===== config.mk =====
export PLATFORM = sky130hd
export DESIGN_NAME = secure_reg_access_ctrl_flat
export DESIGN_NICKNAME = d
export VERILOG_FILES = /design/src/rtl/secure_reg_access_ctrl_if.sv /design/src/rtl/secure_reg_access_ctrl.sv /design/src/flat_wrapper.sv
export SDC_FILE = /design/constraint.sdc
export NUM_CORES = 1
export LEC_CHECK = 0
export CAP_MARGIN = 20
export CELL_PAD_IN_SITES_DETAIL_PLACEMENT = 0
export CELL_PAD_IN_SITES_GLOBAL_PLACEMENT = 1
export CORE_ASPECT_RATIO = 0.7
export CORE_MARGIN = 2
export CORE_UTILIZATION = 34
export CTS_CLUSTER_SIZE = 25
export DETAILED_ROUTE_END_ITERATION = 10
export HOLD_SLACK_MARGIN = 0.15
export PLACE_DENSITY_LB_ADDON = 0.1
export SLEW_MARGIN = 30
export SYNTH_ARGS = -nofsm -noshare
export SYNTH_HDL_FRONTEND = slang
export SYNTH_SLANG_ARGS = --single-unit

===== constraint.sdc =====
create_clock -name clk_i -period 5.26 [get_ports clk_i]
set_input_delay 1.052 -clock clk_i [delete_from_list [all_inputs] [get_ports clk_i]]
set_output_delay 1.052 -clock clk_i [all_outputs]
set_load 0.05 [all_outputs]

===== src/rtl/secure_reg_access_ctrl_if.sv =====
// rtl/secure_reg_access_ctrl_if.sv - request/response, register-side and status signals of the secure register front-end
interface secure_reg_access_ctrl_if #(
  parameter int DATA_WIDTH     = 32,
  parameter int VIOL_CNT_WIDTH = 4
);
  logic                      req_valid;
  logic                      req_ready;
  logic                      req_write;
  logic                      req_thread_id;
  logic [DATA_WIDTH-1:0]     req_wdata;
  logic                      resp_valid;
  logic                      resp_ready;
  logic [DATA_WIDTH-1:0]     resp_rdata;
  logic                      resp_err;
  logic                      reg_wr_en;
  logic                      reg_access_en;
  logic                      reg_thread_id;
  logic [DATA_WIDTH-1:0]     reg_data_in;
  logic [DATA_WIDTH-1:0]     reg_data_out;
  logic [VIOL_CNT_WIDTH-1:0] viol_count;
  logic                      lockout;

  modport slave (
    input  req_valid, req_write, req_thread_id, req_wdata, resp_ready, reg_data_out,
    output req_ready, resp_valid, resp_rdata, resp_err,
    output reg_wr_en, reg_access_en, reg_thread_id, reg_data_in, viol_count, lockout
  );

  modport master (
    output req_valid, req_write, req_thread_id, req_wdata, resp_ready, reg_data_out,
    input  req_ready, resp_valid, resp_rdata, resp_err,
    input  reg_wr_en, reg_access_en, reg_thread_id, reg_data_in, viol_count, lockout
  );
endinterface


===== src/rtl/secure_reg_access_ctrl.sv =====
// rtl/secure_reg_access_ctrl.sv - thread-gated request front-end with denial counting and sticky lockout
module secure_reg_access_ctrl #(
  parameter int DATA_WIDTH     = 32,
  parameter int VIOL_CNT_WIDTH = 4,
  parameter int LOCKOUT_THRESH = 8
) (
  input  logic                     clk_i,
  input  logic                     rst_ni,
  secure_reg_access_ctrl_if.slave  bus
);
  typedef enum logic [1:0] {IDLE, ISSUE, CAPTURE, RESP} state_e;

  localparam logic [VIOL_CNT_WIDTH-1:0] CNT_MAX  = '1;
  localparam logic [VIOL_CNT_WIDTH-1:0] THRESH_C = VIOL_CNT_WIDTH'(LOCKOUT_THRESH);

  state_e                    state_q;
  logic                      req_ready_q;
  logic                      write_q;
  logic                      grant_q;
  logic                      resp_valid_q;
  logic                      resp_err_q;
  logic [DATA_WIDTH-1:0]     resp_rdata_q;
  logic                      reg_wr_en_q;
  logic                      reg_access_en_q;
  logic [DATA_WIDTH-1:0]     reg_data_in_q;
  logic [VIOL_CNT_WIDTH-1:0] viol_cnt_q;
  logic                      lockout_q;

  logic [VIOL_CNT_WIDTH-1:0] viol_cnt_d;
  logic                      lockout_d;
  logic                      grant_d;

  always_comb begin
    viol_cnt_d = (viol_cnt_q == CNT_MAX) ? viol_cnt_q : viol_cnt_q + VIOL_CNT_WIDTH'(1);
    lockout_d  = lockout_q | (viol_cnt_d >= THRESH_C);
    grant_d    = (bus.req_thread_id == 1'b0) && !lockout_q;
  end

  // Grant is decided at acceptance so the register strobe is already registered in ISSUE.
  always_ff @(posedge clk_i or negedge rst_ni) begin
    if (!rst_ni) begin
      state_q         <= IDLE;
      req_ready_q     <= 1'b1;
      write_q         <= 1'b0;
      grant_q         <= 1'b0;
      resp_valid_q    <= 1'b0;
      resp_err_q      <= 1'b0;
      resp_rdata_q    <= '0;
      reg_wr_en_q     <= 1'b0;
      reg_access_en_q <= 1'b0;
      reg_data_in_q   <= '0;
      viol_cnt_q      <= '0;
      lockout_q       <= 1'b0;
    end else begin
      case (state_q)
        IDLE: begin
          if (bus.req_valid && req_ready_q) begin
            req_ready_q <= 1'b0;
            write_q     <= bus.req_write;
            grant_q     <= grant_d;
            if (grant_d) begin
              reg_access_en_q <= 1'b1;
              reg_wr_en_q     <= bus.req_write;
              reg_data_in_q   <= bus.req_wdata;
            end
            state_q <= ISSUE;
          end
        end
        ISSUE: begin
          reg_access_en_q <= 1'b0;
          reg_wr_en_q     <= 1'b0;
          reg_data_in_q   <= '0;
          if (grant_q) begin
            state_q <= CAPTURE;
          end else begin
            resp_err_q   <= 1'b1;
            resp_rdata_q <= '0;
            resp_valid_q <= 1'b1;
            viol_cnt_q   <= viol_cnt_d;
            lockout_q    <= lockout_d;
            state_q      <= RESP;
          end
        end
        CAPTURE: begin
          resp_rdata_q <= write_q ? '0 : bus.reg_data_out;
          resp_err_q   <= 1'b0;
          resp_valid_q <= 1'b1;
          state_q      <= RESP;
        end
        RESP: begin
          if (bus.resp_ready) begin
            resp_valid_q <= 1'b0;
            resp_err_q   <= 1'b0;
            resp_rdata_q <= '0;
            req_ready_q  <= 1'b1;
            state_q      <= IDLE;
          end
        end
        default: begin
          state_q     <= IDLE;
          req_ready_q <= 1'b1;
        end
      endcase
    end
  end

  assign bus.req_ready     = req_ready_q;
  assign bus.resp_valid    = resp_valid_q;
  assign bus.resp_rdata    = resp_rdata_q;
  assign bus.resp_err      = resp_err_q;
  assign bus.reg_wr_en     = reg_wr_en_q;
  assign bus.reg_access_en = reg_access_en_q;
  // Only thread 0 is ever granted, so the register never sees another id.
  assign bus.reg_thread_id = 1'b0;
  assign bus.reg_data_in   = reg_data_in_q;
  assign bus.viol_count    = viol_cnt_q;
  assign bus.lockout       = lockout_q;
endmodule


===== src/flat_wrapper.sv =====
// flat-port wrapper written by rule: the top's interface ports become plain ports
module secure_reg_access_ctrl_flat 
#(
  parameter int DATA_WIDTH     = 32,
  parameter int VIOL_CNT_WIDTH = 4,
  parameter int LOCKOUT_THRESH = 8
)
  (clk_i, rst_ni, bus_req_valid, bus_req_write, bus_req_thread_id, bus_req_wdata, bus_resp_ready, bus_reg_data_out, bus_req_ready, bus_resp_valid, bus_resp_rdata, bus_resp_err, bus_reg_wr_en, bus_reg_access_en, bus_reg_thread_id, bus_reg_data_in, bus_viol_count, bus_lockout);
  secure_reg_access_ctrl_if #(.DATA_WIDTH(DATA_WIDTH), .VIOL_CNT_WIDTH(VIOL_CNT_WIDTH)) bus_i ();
  input  logic clk_i;
  input  logic rst_ni;
  input wire logic [$bits(bus_i.req_valid)-1:0] bus_req_valid;
  input wire logic [$bits(bus_i.req_write)-1:0] bus_req_write;
  input wire logic [$bits(bus_i.req_thread_id)-1:0] bus_req_thread_id;
  input wire logic [$bits(bus_i.req_wdata)-1:0] bus_req_wdata;
  input wire logic [$bits(bus_i.resp_ready)-1:0] bus_resp_ready;
  input wire logic [$bits(bus_i.reg_data_out)-1:0] bus_reg_data_out;
  output wire logic [$bits(bus_i.req_ready)-1:0] bus_req_ready;
  output wire logic [$bits(bus_i.resp_valid)-1:0] bus_resp_valid;
  output wire logic [$bits(bus_i.resp_rdata)-1:0] bus_resp_rdata;
  output wire logic [$bits(bus_i.resp_err)-1:0] bus_resp_err;
  output wire logic [$bits(bus_i.reg_wr_en)-1:0] bus_reg_wr_en;
  output wire logic [$bits(bus_i.reg_access_en)-1:0] bus_reg_access_en;
  output wire logic [$bits(bus_i.reg_thread_id)-1:0] bus_reg_thread_id;
  output wire logic [$bits(bus_i.reg_data_in)-1:0] bus_reg_data_in;
  output wire logic [$bits(bus_i.viol_count)-1:0] bus_viol_count;
  output wire logic [$bits(bus_i.lockout)-1:0] bus_lockout;
  assign bus_i.req_valid = bus_req_valid;
  assign bus_i.req_write = bus_req_write;
  assign bus_i.req_thread_id = bus_req_thread_id;
  assign bus_i.req_wdata = bus_req_wdata;
  assign bus_i.resp_ready = bus_resp_ready;
  assign bus_i.reg_data_out = bus_reg_data_out;
  assign bus_req_ready = bus_i.req_ready;
  assign bus_resp_valid = bus_i.resp_valid;
  assign bus_resp_rdata = bus_i.resp_rdata;
  assign bus_resp_err = bus_i.resp_err;
  assign bus_reg_wr_en = bus_i.reg_wr_en;
  assign bus_reg_access_en = bus_i.reg_access_en;
  assign bus_reg_thread_id = bus_i.reg_thread_id;
  assign bus_reg_data_in = bus_i.reg_data_in;
  assign bus_viol_count = bus_i.viol_count;
  assign bus_lockout = bus_i.lockout;
  secure_reg_access_ctrl #(.DATA_WIDTH(DATA_WIDTH), .VIOL_CNT_WIDTH(VIOL_CNT_WIDTH), .LOCKOUT_THRESH(LOCKOUT_THRESH)) u_core (.clk_i(clk_i), .rst_ni(rst_ni), .bus(bus_i));
endmodule

== Word-level counts from Yosys, hierarchy flattened ==
Index checks and enable logic that the tools add are counted.
Word-level totals
  register bits after elaboration: 78
  input port bits: 70
  output and inout port bits: 75
  word-level logic and storage cells: 63
Cells by class
  add/subtract/negate cells: 1
  order comparisons: 1
  equality and inequality tests: 8
  muxes and demuxes: 25
  bitwise operators: 3
  reductions and logical operators: 13
Operators with widths (count)
  32-bit 2-to-1 mux: 5
  32-bit case mux with 3 select lines: 1
  32-bit case mux with 2 select lines: 1
  1-bit 2-to-1 mux: 9
  3-bit AND reduction: 3
  2-bit case mux with 4 select lines: 1
  1-bit case mux with 2 select lines: 3
  1-bit case mux with 3 select lines: 2
  2-bit AND reduction: 3
  4-bit by 1-bit adder with 4-bit output, second input constant: 1
  2-bit equality test, second input constant: 2
  4-bit equality test, second input constant: 1
  4-bit >= comparator, second input constant: 1
  2-bit 2-to-1 mux: 2
  4-bit 2-to-1 mux: 1
  2-bit by 1-bit != test with 1-bit output, second input constant: 2
  2-bit != test, second input constant: 2
  2-bit nonzero test: 2
  3-bit nonzero test: 1
  2-bit by 1-bit equality test with 1-bit output, second input constant: 1
  1-bit logical AND: 2
  2-bit logical NOT: 1
  1-bit inverter: 2
  1-bit logical NOT: 1
  1-bit OR: 1

== Logic depth before layout (Yosys ltp) ==
Gate-level depths: netlist of run 1.
  depth in word-level cells: 5
  mapped depth: 7
  gate-level depth less buffers: 5

== Least setup slack after synthesis of run 1 ==
Ideal clock, no wire load.
  path type: input port to flip-flop
  start point: input port bus_req_valid
  end point: register u_core.reg_data_in_q[10], in the netlist u_core.bus.reg_data_in[10]
  library setup time: 0.121 ns
  arrival time: 1.975 ns
  data required time: 5.139 ns
  slack: 3.164 ns
  stages on the path: 5
  buffers on the path: 2
  path through: nand3_2 o32a_1 buf_2 buf_6 a22o_1
On the way
  cells in the longest elaborated chain, start to end: 3
RTL lines
  start: declaration: RTL line flat_wrapper.sv:12  | input wire logic [$bits(bus_i.req_valid)-1:0] bus_req_valid;
  1-bit logical AND: RTL line secure_reg_access_ctrl.sv:57  | if (bus.req_valid && req_ready_q) begin
  2-bit by 1-bit != test with 1-bit output (no line)
  3-bit AND reduction (no line)
  end signal: assignment: RTL line secure_reg_access_ctrl.sv:64  | reg_data_in_q <= bus.req_wdata;
  end: declaration: RTL line secure_reg_access_ctrl.sv:25  | logic [DATA_WIDTH-1:0] reg_data_in_q;
No other way between the ends.
A chain may end at the register's enable or synchronous reset.

== Worst setup path in the final report of run 1 ==
  start point: register u_core.req_ready_q, in the netlist u_core.bus.req_ready
  end point: output port bus_req_ready
RTL lines
  start: declaration: RTL line secure_reg_access_ctrl.sv:17  | logic req_ready_q;
  start signal: assignment: RTL line secure_reg_access_ctrl.sv:43  | req_ready_q <= 1'b1;
  start signal: assignment: RTL line secure_reg_access_ctrl.sv:58  | req_ready_q <= 1'b0;
  start signal: assignment: RTL line secure_reg_access_ctrl.sv:95  | req_ready_q <= 1'b1;
  end: declaration: RTL line flat_wrapper.sv:18  | output wire logic [$bits(bus_i.req_ready)-1:0] bus_req_ready;
No word-level cell between the ends.

==> results of run 1 <==
worst min path at each step:
stage,endpoint,cells past startpoint,start,slack (ns)
2_1_floorplan,u_core.write_q,1,u_core.write_q,0.48
3_3_place_gp,u_core.bus.reg_access_en,1,u_core.bus.reg_access_en,0.46
3_5_place_dp,u_core.bus.reg_access_en,1,u_core.bus.reg_access_en,0.47
4_1_cts,u_core.bus.reg_access_en,1,u_core.bus.reg_access_en,0.48
5_1_grt,u_core.bus.resp_rdata[23],1,u_core.bus.resp_rdata[23],0.50
6_report,u_core.bus.reg_access_en,1,u_core.bus.reg_access_en,0.48
sequential cells by signal (all words and copies together) (netlist names):
name and flops:
u_core.bus.req_ready 1, u_core.state_q 2, u_core.write_q 1, u_core.grant_q 1
u_core.bus.lockout 1, u_core.bus.viol_count 4, u_core.bus.resp_rdata 32, u_core.bus.resp_err 1
u_core.bus.reg_access_en 1, u_core.bus.reg_wr_en 1, u_core.bus.resp_valid 1, u_core.bus.reg_data_in 32
final cells by class:
type | instances | area, sq um
clock inverters | 7 | 113
inverters | 6 | 22.5
fillers | 821 | 4050
well taps | 124 | 155
repair buffers | 149 | 1480
clock buffers | 9 | 225
flip-flops and latches | 78 | 1950
multi-input cells | 140 | 1150
cells in the final DEF, fill, tap and decap left out, drive strengths merged, types with 2 or more instances in the layout:
cell / Yosys / final
clkdlybuf4s50: 0 / 142
dfrtp: 77 / 77
a22o: 33 / 33
nand4: 32 / 32
a21bo: 32 / 32
clkbuf: 12 / 9
buf: 9 / 7
inv: 6 / 6
mux2: 5 / 5
ha: 5 / 5
nand2: 4 / 4
nor2: 4 / 4
nand2b: 3 / 3
a31oi: 3 / 3
bufinv: 0 / 3
clkinv: 0 / 3
mux2i: 2 / 2
o21ai: 2 / 2
a21oi: 2 / 2
nand3: 2 / 2
per-stage QoR:
stage	area, sq um	power, mW	std cells	worst slack, ns	hold WS (ns)
after floorplan	3230	1.77	245	3.16	0.480
after global placement	4760	2.21	497	2.25	0.460
after detailed placement	4760	2.22	497	2.23	0.470
after CTS	5100	2.93	513	2.48	0.483
after global routing	5100	3.05	513	2.45	0.496
final	5100	2.89	513	2.50	0.479
power by group:
group          internal [mW]  switching, mW
Combinational          0.478          0.864
Sequential             0.748          0.105
Clock                  0.460          0.232
Total                   1.69           1.20
cell families after synthesis:
family,Yosys count,share of synthesized area [%]
compound gates,78,21.6
xor+xnor,1,0.271
fa+ha+maj,5,1.94
buf+inv,27,4.14
flops,78,60.4
mux,7,2.36
other cells,1,0.116
simple gates,48,9.17
per-layer routing:
| metal | part of all wire (%) | global-route usage [%] | routed length [um] |
|---|---|---|---|
| met1 | 49 | 24.6 | 4120 |
| met2 | 43 | 23.8 | 3610 |
| met3 | 6.3 | 5.59 | 531 |
| met4 | 1.8 | 6.55 | 155 |
| met5 | 0 | 0 | 0 |
==> impl_metrics.json, run 1 <==
{
  "status": "complete, no violations",
  "ctsResizeCount": 0,
  "setup_viol_count_final": 0,
  "grt_use_total_pct": 17.1,
  "drtIter0Drc": 182,
  "cts_max_path_buffers": 2,
  "ant_nets": 0,
  "grt_pass1_wl_mm": 13.6,
  "finalHoldViolCount": 0,
  "drt_wl_total_mm": 8.41,
  "r2r-end": "u_core.bus.resp_err",
  "cts_made_buffers": 9,
  "synth_area_leader_cell": "dfrtp_1",
  "nets": 459,
  "postCtsSetupRepairBufs": 0,
  "cts_root_buffer": "clkbuf_16",
  "crit_path_end": "bus_req_ready",
  "drtPass1Iterations": 4,
  "synth.distinct_cells": 32,
  "post-synth-top-count-cell": "dfrtp_1",
  "cts_htree_levels": 3,
  "rows": 29,
  "critPathTopFamily": "buffers and inverters",
  "initial_utilization_pct": 35.3,
  "r2r_slack_ns": 2.69,
  "grt_pass1_vias": 2614,
  "clk_latency_ns": 0.33,
  "grt_max_degree": 79,
  "gp_congestion": 0.754,
  "synth_top_area_share_pct": 59.6,
  "ys.flop_type": "dfrtp_1",
  "r2r-start": "u_core.state_q[1]",
  "synth_nets": 320,
  "synth_seq_area_share_pct": 60.4,
  "ys_top_cells_by_count": "dfrtp_1 (77), a22o_1 (33), a21bo_2 (32), nand4_1 (32), clkbuf_1 (12)",
  "syn_inst": 245,
  "reg2regPathDepth": 7,
  "core_area_sq_mm": 0.00914,
  "area_delta_synth_final_pct": 57.7,
  "worst-path-stages": 1,
  "max-vdd-ir-drop_mv": 0.481,
  "hold_path.class": "reg -> reg",
  "crit_path_end_kind": "primary output",
  "report.final.slew_viol_count": 0,
  "syn_area_sq_mm": 0.00323,
  "die_x_um": 121,
  "die_h_um": 85.6,
  "hold_buffers": 0,
  "gr-total-overflow": 0,
  "clkTransAtPathRegs_ns": 0.06,
  "utilization_pct": 55.7,
  "power_density_mw_per_mm2": 566,
  "yosysWarnings": 0,
  "crit_arrival_ns": 1.71,
  "timing.slew.headroom_pct": 51.3,
  "async_reset_ff_share_pct": 100,
  "synth_area_per_cell_sq_um": 13.2,
  "clock-sinks": 78,
  "p_leak_nw": 2.28,
  "tightest_slew_ns": 0.730,
  "remaining_drc_errors": 0,
  "maxCapViolCount": 0,
  "clock_skew_ns": 0.00348,
  "cp_num_buf_inv": 1,
  "fmax_mhz": 362,
  "slowest_stage": "clkdlybuf4s50_1",
  "dieArea_sq_mm": 0.0103,
  "via_count": 2548,
  "path_class": "reg -> out",
  "viasPerCell": 4.97,
  "post-route-period-util_pct": 52.5,
  "critical-path-max-stage-delay_ns": 0.81,
  "synthTopCellsByArea": "dfrtp_1 (60%), a21bo_2 (9.9%), a22o_1 (8.9%)",
  "port-buffer-count": 143,
  "ys_seq_elements": 78,
  "fin_tns_setup_ns": 0,
  "crit_fanout": 5,
  "path_cells": "clkdlybuf4s50_1",
  "wl_per_cell_um": 16.4,
  "cp.required_ns": 4.21,
  "antennaDiodeCount": 0,
  "period_needed_ns": 2.76,
  "drive_above_1_share_pct": 16.7,
  "hpwl_mm": 5.54,
  "num_io_pins": 145,
  "worstSetupStartpoint": "u_core.bus.req_ready",
  "tritoncts": "built",
  "synth_edf_count": 0,
  "antenna_found_initial": 0,
  "rsz0062_at_grt": "false",
  "startpoint_type": "flop"
}
Power figures use the tool's default switching activity.
==> run 2, diff against run 1 <==
--- a/config.mk
+++ b/config.mk
@@ -10,7 +10,7 @@
 export CELL_PAD_IN_SITES_GLOBAL_PLACEMENT = 1
 export CORE_ASPECT_RATIO = 0.7
 export CORE_MARGIN = 2
-export CORE_UTILIZATION = 34
+export CORE_UTILIZATION = 32
 export CTS_CLUSTER_SIZE = 25
 export DETAILED_ROUTE_END_ITERATION = 10
 export HOLD_SLACK_MARGIN = 0.15
==> constraint.sdc (replaced) <==
create_clock -name clk_i -period 2.9 [get_ports clk_i]
set_input_delay 0.58 -clock clk_i [delete_from_list [all_inputs] [get_ports clk_i]]
set_output_delay 0.58 -clock clk_i [all_outputs]
set_load 0.05 [all_outputs]
==> impl_metrics.json, run 2 (synthesized netlist as in run 1, its figures left out) <==
{
  "hold_path.class": "in -> async",
  "drive_above_1_share_pct": 17.3,
  "ant_nets": 0,
  "finish.instance_area_sq_mm": 0.00507,
  "max-vdd-ir-drop_mv": 0.552,
  "power_density_mw_per_mm2": 993,
  "grt_pass1_wl_mm": 13.1,
  "power_mw": 5.03,
  "nets": 462,
  "cp.required_ns": 2.32,
  "path_class": "reg -> out",
  "clk_latency_ns": 0.33,
  "tritoncts": "built",
  "ctsResizeCount": 0,
  "startpoint_type": "flop",
  "hold_buffers": 0,
  "crit_path_end_kind": "primary output",
  "setup_viol_count_final": 0,
  "hpwl_mm": 5.92,
  "drtIter0Drc": 174,
  "slowest_stage": "clkdlybuf4s50_1",
  "dieArea_sq_mm": 0.0109,
  "viasPerCell": 4.91,
  "clock_skew_ns": 0.00515,
  "cts_root_buffer": "clkbuf_16",
  "utilization_pct": 51.9,
  "nFillCells": 915,
  "report.final.slew_viol_count": 0,
  "via_count": 2555,
  "critical-path-max-stage-delay_ns": 0.82,
  "core_area_sq_mm": 0.00976,
  "clock-sinks": 78,
  "initial_utilization_pct": 33.1,
  "cts_htree_levels": 3,
  "maxCapViolCount": 0,
  "crit_arrival_ns": 1.72,
  "critPathTopFamily": "buffers and inverters",
  "rsz0062_at_grt": "false",
  "dp_slack_ns": 0.541,
  "p_leak_nw": 2.25,
  "place_area_sq_mm": 0.00478,
  "gr-total-overflow": 0,
  "tightest_slew_ns": 0.537,
  "fmax_mhz": 434,
  "layout_commonest_cell": "clkdlybuf4s50_1",
  "wl_per_cell_um": 16.1,
  "num_io_pins": 145,
  "port-buffer-count": 143,
  "period_needed_ns": 2.30,
  "gp_congestion": 0.724,
  "cts_max_path_buffers": 2,
  "clkTransAtPathRegs_ns": 0.06,
  "timing.slew.headroom_pct": 64.1,
  "cp_num_buf_inv": 1,
  "antenna_found_initial": 0,
  "cts_made_buffers": 9,
  "rows": 30,
  "remaining_drc_errors": 0,
  "crit_fanout": 5,
  "grt_use_total_pct": 15.7,
  "area_delta_synth_final_pct": 56.8,
  "drtPass1Iterations": 4,
  "path_cells": "clkdlybuf4s50_1",
  "post-route-period-util_pct": 79.4,
  "drt_wl_total_mm": 8.37,
  "die_h_um": 88.1,
  "grt_max_degree": 42,
  "r2r-start": "u_core.state_q[0]",
  "final_cell_mix": "clkdlybuf4s50_1 (142), dfrtp_1 (77), a22o_1 (33)",
  "fin_tns_setup_ns": 0,
  "antennaDiodeCount": 0,
  "grt_pass1_vias": 2559,
  "die_x_um": 124,
  "finalHoldViolCount": 0,
  "worstSetupStartpoint": "u_core.bus.req_ready",
  "status": "complete, no violations",
  "postCtsSetupRepairBufs": 0,
  "fin_ws_ns": 0.597
}
[run 2: routing by layer]
layer	global-route usage, %	share of wire (%)	up-vias
li1	-	-	1202
met1	22.0	47	1260
met2	22.8	44	77
met3	4.95	6.7	16
met4	6.13	1.9	0
met5	0	0	-
[run 2: final timing paths]
check	to	slack, ns	cells after the start
worst max-delay path	bus_req_ready	0.60	1
worst min-delay path	u_core.bus.resp_rdata[28]	0.23	1
worst max register to register	u_core.state_q[1]	0.91	5
worst min register to register	u_core.bus.resp_rdata[22]	0.49	1
max in group asynchronous	u_core.bus.req_ready	1.94	2
min in group clk_i	u_core.bus.resp_rdata[22]	0.49	1
[run 2: per-stage QoR]
step           cells  hold slack, ns
5_1_grt          520           0.254
6_report         520           0.229
4_1_cts          520           0.238
2_1_floorplan    245           0.284
3_3_place_gp     504           0.465
3_5_place_dp     504           0.476
[run 2: power breakdown]
group	internal (mW)	total, mW	switching, mW
combinational	0.880	2.44	1.56
sequential	1.36	1.54	0.187
clock	0.588	1.05	0.461
total	2.82	5.03	2.21
[run 2: final cells by class]
type | count | area [sq um] | share of cell area [%]
Sequential cell | 78 | 1950 | 38.6
Multi-Input combinational cell | 140 | 1150 | 22.7
Timing Repair Buffer | 152 | 1500 | 29.5
Clock inverter | 7 | 57.6 | 1.14
Tap cell | 128 | 160 | 3.16
Inverter | 6 | 22.5 | 0.445
Clock buffer | 9 | 225 | 4.45
